==> src/rtl/seg7_pkg.sv <==
// Shared types and active-low glyph constants for the 7-segment scan driver.
// Segment order is {g,f,e,d,c,b,a}; a 0 bit lights the segment.
package seg7_pkg;
    typedef logic [3:0] digit_code_t;
    typedef logic [6:0] seg_t;

    localparam digit_code_t CODE_BLANK = 4'hF;

    localparam seg_t SEG_BLANK = 7'h7F;
    localparam seg_t SEG_DASH  = 7'h3F;
    localparam seg_t SEG_0     = 7'h40;
    localparam seg_t SEG_1     = 7'h79;
    localparam seg_t SEG_2     = 7'h24;
    localparam seg_t SEG_3     = 7'h30;
    localparam seg_t SEG_4     = 7'h19;
    localparam seg_t SEG_5     = 7'h12;
    localparam seg_t SEG_6     = 7'h02;
    localparam seg_t SEG_7     = 7'h78;
    localparam seg_t SEG_8     = 7'h00;
    localparam seg_t SEG_9     = 7'h10;
endpackage

==> src/rtl/seg7_decode.sv <==
// Combinational digit-code to active-low segment decoder.
// Codes A..E render a dash; CODE_BLANK turns every segment off.
module seg7_decode
    import seg7_pkg::*;
(
    input  digit_code_t code,
    output seg_t        seg
);
    always_comb begin
        seg = SEG_DASH;
        case (code)
            4'd0:       seg = SEG_0;
            4'd1:       seg = SEG_1;
            4'd2:       seg = SEG_2;
            4'd3:       seg = SEG_3;
            4'd4:       seg = SEG_4;
            4'd5:       seg = SEG_5;
            4'd6:       seg = SEG_6;
            4'd7:       seg = SEG_7;
            4'd8:       seg = SEG_8;
            4'd9:       seg = SEG_9;
            CODE_BLANK: seg = SEG_BLANK;
            default:    seg = SEG_DASH;
        endcase
    end
endmodule

==> src/rtl/seg7_scan_driver.sv <==
// Time-multiplexed common-anode 5-digit driver with per-frame snapshot and dead time.
// Optional macro SCAN_DIMMING_EN adds a 3-bit bright input for PWM dimming of the lit window.
module seg7_scan_driver
    import seg7_pkg::*;
#(
    parameter int SCAN_DIV  = 1000,
    parameter int BLANK_CYC = 8,
    parameter int N_DIG     = 5
) (
    input  logic             CLK,
    input  logic             RST,
    input  logic [3:0]       in6,
    input  logic [3:0]       in5,
    input  logic [3:0]       in4,
    input  logic [3:0]       in3,
    input  logic [3:0]       in2,
    input  logic [N_DIG-1:0] dp_mask,
`ifdef SCAN_DIMMING_EN
    input  logic [2:0]       bright,
`endif
    output seg_t             seg,
    output logic             dp,
    output logic [N_DIG-1:0] an,
    output logic             frame_tick
);
    localparam int PW = $clog2(SCAN_DIV);

    logic [PW-1:0]                presc;
    logic [2:0]                   idx;
    logic [N_DIG-1:0][3:0]        snap;
    logic [N_DIG-1:0]             dp_snap;
    logic                         wrap, frame_end, lit, dim_on;
    logic [2:0]                   pos_sel;
    logic [N_DIG-1:0]             an_lit;
    digit_code_t                  cur_code;
    seg_t                         dec_seg;

    assign wrap      = (presc == PW'(SCAN_DIV - 1));
    assign frame_end = wrap && (idx == 3'(N_DIG - 1));

    always_ff @(posedge CLK or posedge RST) begin
        if (RST) begin
            presc <= '0;
            idx   <= '0;
        end else begin
            presc <= wrap ? '0 : presc + PW'(1);
            if (wrap)
                idx <= (idx == 3'(N_DIG - 1)) ? 3'd0 : idx + 3'd1;
        end
    end

    // Snapshot index 0 holds in6 so idx addresses it directly in scan order.
    always_ff @(posedge CLK or posedge RST) begin
        if (RST) begin
            snap    <= {N_DIG{CODE_BLANK}};
            dp_snap <= '0;
        end else if (frame_end) begin
            snap    <= {in2, in3, in4, in5, in6};
            dp_snap <= dp_mask;
        end
    end

`ifdef SCAN_DIMMING_EN
    logic [2:0]    bright_q;
    logic [PW-1:0] lit_pos;

    always_ff @(posedge CLK or posedge RST) begin
        if (RST)            bright_q <= 3'd7;
        else if (frame_end) bright_q <= bright;
    end

    assign lit_pos = presc - PW'(BLANK_CYC);
    assign dim_on  = (lit_pos[2:0] <= bright_q);
`else
    assign dim_on = 1'b1;
`endif

    assign cur_code = snap[idx];
    assign pos_sel  = 3'(N_DIG - 1) - idx;
    assign an_lit   = ~(N_DIG'(1) << pos_sel);
    assign lit      = (presc >= PW'(BLANK_CYC)) && dim_on;

    seg7_decode u_decode (
        .code (cur_code),
        .seg  (dec_seg)
    );

    // Segment data moves only at slot start, which always falls inside the dark window.
    always_ff @(posedge CLK or posedge RST) begin
        if (RST) begin
            seg        <= SEG_BLANK;
            dp         <= 1'b1;
            an         <= '1;
            frame_tick <= 1'b0;
        end else begin
            seg        <= dec_seg;
            dp         <= ~dp_snap[pos_sel];
            an         <= lit ? an_lit : '1;
            frame_tick <= frame_end;
        end
    end
endmodule

==> config.mk <==
export PLATFORM = sky130hd
export DESIGN_NAME = seg7_scan_driver
export DESIGN_NICKNAME = d
export VERILOG_FILES = /design/src/rtl/seg7_pkg.sv /design/src/rtl/seg7_decode.sv /design/src/rtl/seg7_scan_driver.sv
export SDC_FILE = /design/constraint.sdc
export NUM_CORES = 1
export LEC_CHECK = 0
export BUFFER_PORTS_ARGS = -buffer_cell sky130_fd_sc_hd__buf_2
export CAP_MARGIN = 40
export CORE_MARGIN = 1
export CORE_UTILIZATION = 35
export DETAILED_ROUTE_END_ITERATION = 8
export PLACE_DENSITY_LB_ADDON = 0.2
export SLEW_MARGIN = 0
export SYNTH_ARGS = -nofsm -noshare
export SYNTH_HDL_FRONTEND = slang
export SYNTH_SLANG_ARGS = --single-unit
==> constraint.sdc <==
create_clock -name CLK -period 2.3 [get_ports CLK]
set_input_delay 0.23 -clock CLK [delete_from_list [all_inputs] [get_ports CLK]]
set_output_delay 0.23 -clock CLK [all_outputs]
set_load 0.005 [all_outputs]
==> impl_metrics.yaml <==
routing:
  drc: 0
  routed_wl_um: 4690
  drtAntennaViolNets: 0
  vias_per_cell: 4.88
  vias: 1648
  dr.pass1.iters: 4
  drtIter0Drc: 47
  wl_per_cell_um: 13.9
clock_network:
  cts_tree: "built"
  postCtsSetupRepairBufs: 0
  cts_max_level: 2
  clock_sinks: 52
  clock_latency_ps: 310
  clk_pin_slew_ps: 100
  cts_made_buffers: 5
  cts_resized: 0
  cts_root_buffer: "clkbuf_8"
  max-clock-path-buffers: 2
  cts_hold_buf: 0
final_layout:
  diodes: 0
  nets: 281
  mostFrequentLayoutCells: "buf_2 (40), dfstp_2 (33), mux2_2 (21)"
  syn_to_final_growth_pct: 15.6
  fin_cells: 338
  layout.cells.most_common: "buf_2"
  drive_gt1_frac: 0.504
synth:
  synth_cell_types: 50
  syn_inst: 198
  syn-mean-instance-area_um2: 13.1
  ys_seq_area_frac: 0.518
  synth_ff_type: "dfstp_2"
  syn_area_mm2: 0.00259
  synth_nets: 238
  synth_enable_flop_cells: 0
  synth-async-reset-ratio: 1.00
  synth_warnings: 0
  ys_ff_latch: 52
placed_design:
  routabilityCongestion: 0.763
  post-place-cells: 330
  portBuffers: 40
  dp_hpwl_um: 3310
global_routing:
  antenna_found_initial: 0
  grt-ovfl-total: 0
  gr-usage-all-layers: 0.140
  grt_max_degree: 53
  grt_pass1_vias: 1660
  grt_first_pass_wirelength_um: 8270
worst_setup_path:
  start_kind: "register"
  endpoint_kind: "register"
  crit_path_max_incr_delay_ps: 550
  crit_chain: "mux4_2 > a22o_1 > inv_1 > ha_1 > inv_1 > a2111oi_2 > a211oi_1"
  critical_path_class: "reg -> reg"
  cp_max_fo: 8
  crit_required_ps: 2530
  worstRegToRegCells: 7
  cp_slowest_cell: "dfrtp_1"
  cp.arrival_ps: 2340
  critical-path-top-cell-by-count: "inv_1"
floorplan:
  io_pins: 41
  die_x_um: 88.0
  fp.dieH_um: 88.0
  rows: 30
  core_area_mm2: 0.00698
  dieArea_mm2: 0.00775
  initial_core_util: 0.371
min_path:
  holdCritPathClass: "in -> async"
timing:
  fin_tns_setup_ps: 0
  setup_viol: 0
  whs_ps: 72.4
  finalCritPeriodShare: 0.921
  finalCriticalPeriod_ps: 2120
  finalHoldViolCount: 0
  slew_violations: 0
  skew_ps: 6.54
  fmax_ghz: 0.472
  worst_slew_pin_slew_ps: 662
  max_slew_margin: 0.556
  rsz0062_at_grt: "no"
status:
  status: "complete, no violations"
power:
  power.total_w: 0.00152
  power_density_mw_per_mm2: 507
  p_leak_nw: 1.35
  vdd_ir_drop_max_mv: 0.205
run:
  drv_cap: 0
[metal layers]
layer / global-route usage / routed length (µm) / share of wire / vias to the layer above
met1: 0.201 / 2370 / 0.50 / 797
met4: 0.0499 / 65 / 0.014 / 0
met5: 0 / 0 / 0 / -
met2: 0.207 / 2030 / 0.43 / 45
met3: 0.0320 / 231 / 0.049 / 6
li1: - / - / - / 800
[synth_stat cells, types with 2 or more instances]
cell       instances  area [µm²]
a2111oi_2          2        30.0
a211oi_1           3        22.5
a21oi_1            2        10.0
and3_1             4        25.0
and4_1             3        26.3
buf_2              2        10.0
buf_4              3        22.5
buf_6              2        22.5
clkbuf_1           2        7.51
dfrtp_1           19         475
dfstp_2           33         867
ha_1              13         163
inv_1              9        33.8
mux2_1             4        45.0
mux2_2            21         236
mux2i_1            5        50.1
mux4_2             3        67.6
nand2_1            9        33.8
nand3_1            3        15.0
nand3b_1           2        15.0
nand4_1            2        12.5
nor2_1             9        33.8
nor3_1             2        10.0
nor3_2             2        20.0
nor3b_1            2        15.0
o21ai_0            5        25.0
o21ai_1            2        10.0
or3_1              2        12.5
xnor2_1            2        17.5
xor2_1             6        52.6
[power breakdown]
part	total [W]	switching [W]	internal, W	leakage, nW
Sequential	0.000917	0	0.000917	0.592
Combinational	0.0000396	0.0000228	0.0000168	0.706
Clock	0.000562	0.000317	0.000245	0.0477
[cell families (layout without fill, tap and decap cells)]
family	after synthesis	after routing	synth area share
DFF	52	52	0.518
and+or+nand+nor	48	48	0.116
buffers and inverters	18	62	0.0372
adders and majority gates	13	13	0.0628
AOI/OAI and AO/OA	26	26	0.0845
xor gates and xnor gates	8	8	0.0271
muxes	33	33	0.154
[critical path: cells and delay by family, from the launching register on]
kind	cells	cell delay, ps
flip-flops	1	550
multiplexers	1	550
AO/OA/AOI/OAI	3	510
adder cells (fa/ha/maj)	1	250
buffers and inverters	2	180
[per-stage QoR]
stage,setup WS (ps),cell area [µm²],util
global placement,288,2900,0.415
floorplan,315,2590,-
global route,42.2,2990,0.429
finish,181,2990,0.429
CTS,155,2990,0.429
detailed placement,186,2900,0.415
[path summary, 6_finish.rpt]
| check | from | to | slack [ps] |
|---|---|---|---|
| worst min-delay path | RST | presc[1] | 70 |
| min in group CLK | dp_mask[4] | dp_snap[4] | 130 |
| max in group asynchronous | RST | idx[2] | 1780 |
| worst min register to register | dp_snap[3] | dp_snap[3] | 490 |
| worst max register to register | idx[0] | seg[3] | 180 |
| worst max-delay path | idx[0] | seg[3] | 180 |
[flip-flops by register name, indices dropped and copies added, names as in the netlist]
signal / cells
an: 5
dp: 1
dp_snap: 5
frame_tick: 1
idx: 3
presc: 10
seg: 7
snap: 20
[layout make-up]
type | count | area [µm²]
Multi-Input combinational cell | 128 | 1150
Tap cell | 96 | 120
Timing Repair Buffer | 45 | 250
Clock buffer | 6 | 82.6
Fill cell | 689 | 3990
Inverter | 9 | 33.8
Sequential cell | 52 | 1340
Clock inverter | 2 | 13.8
(Power assumes the default switching activity.)
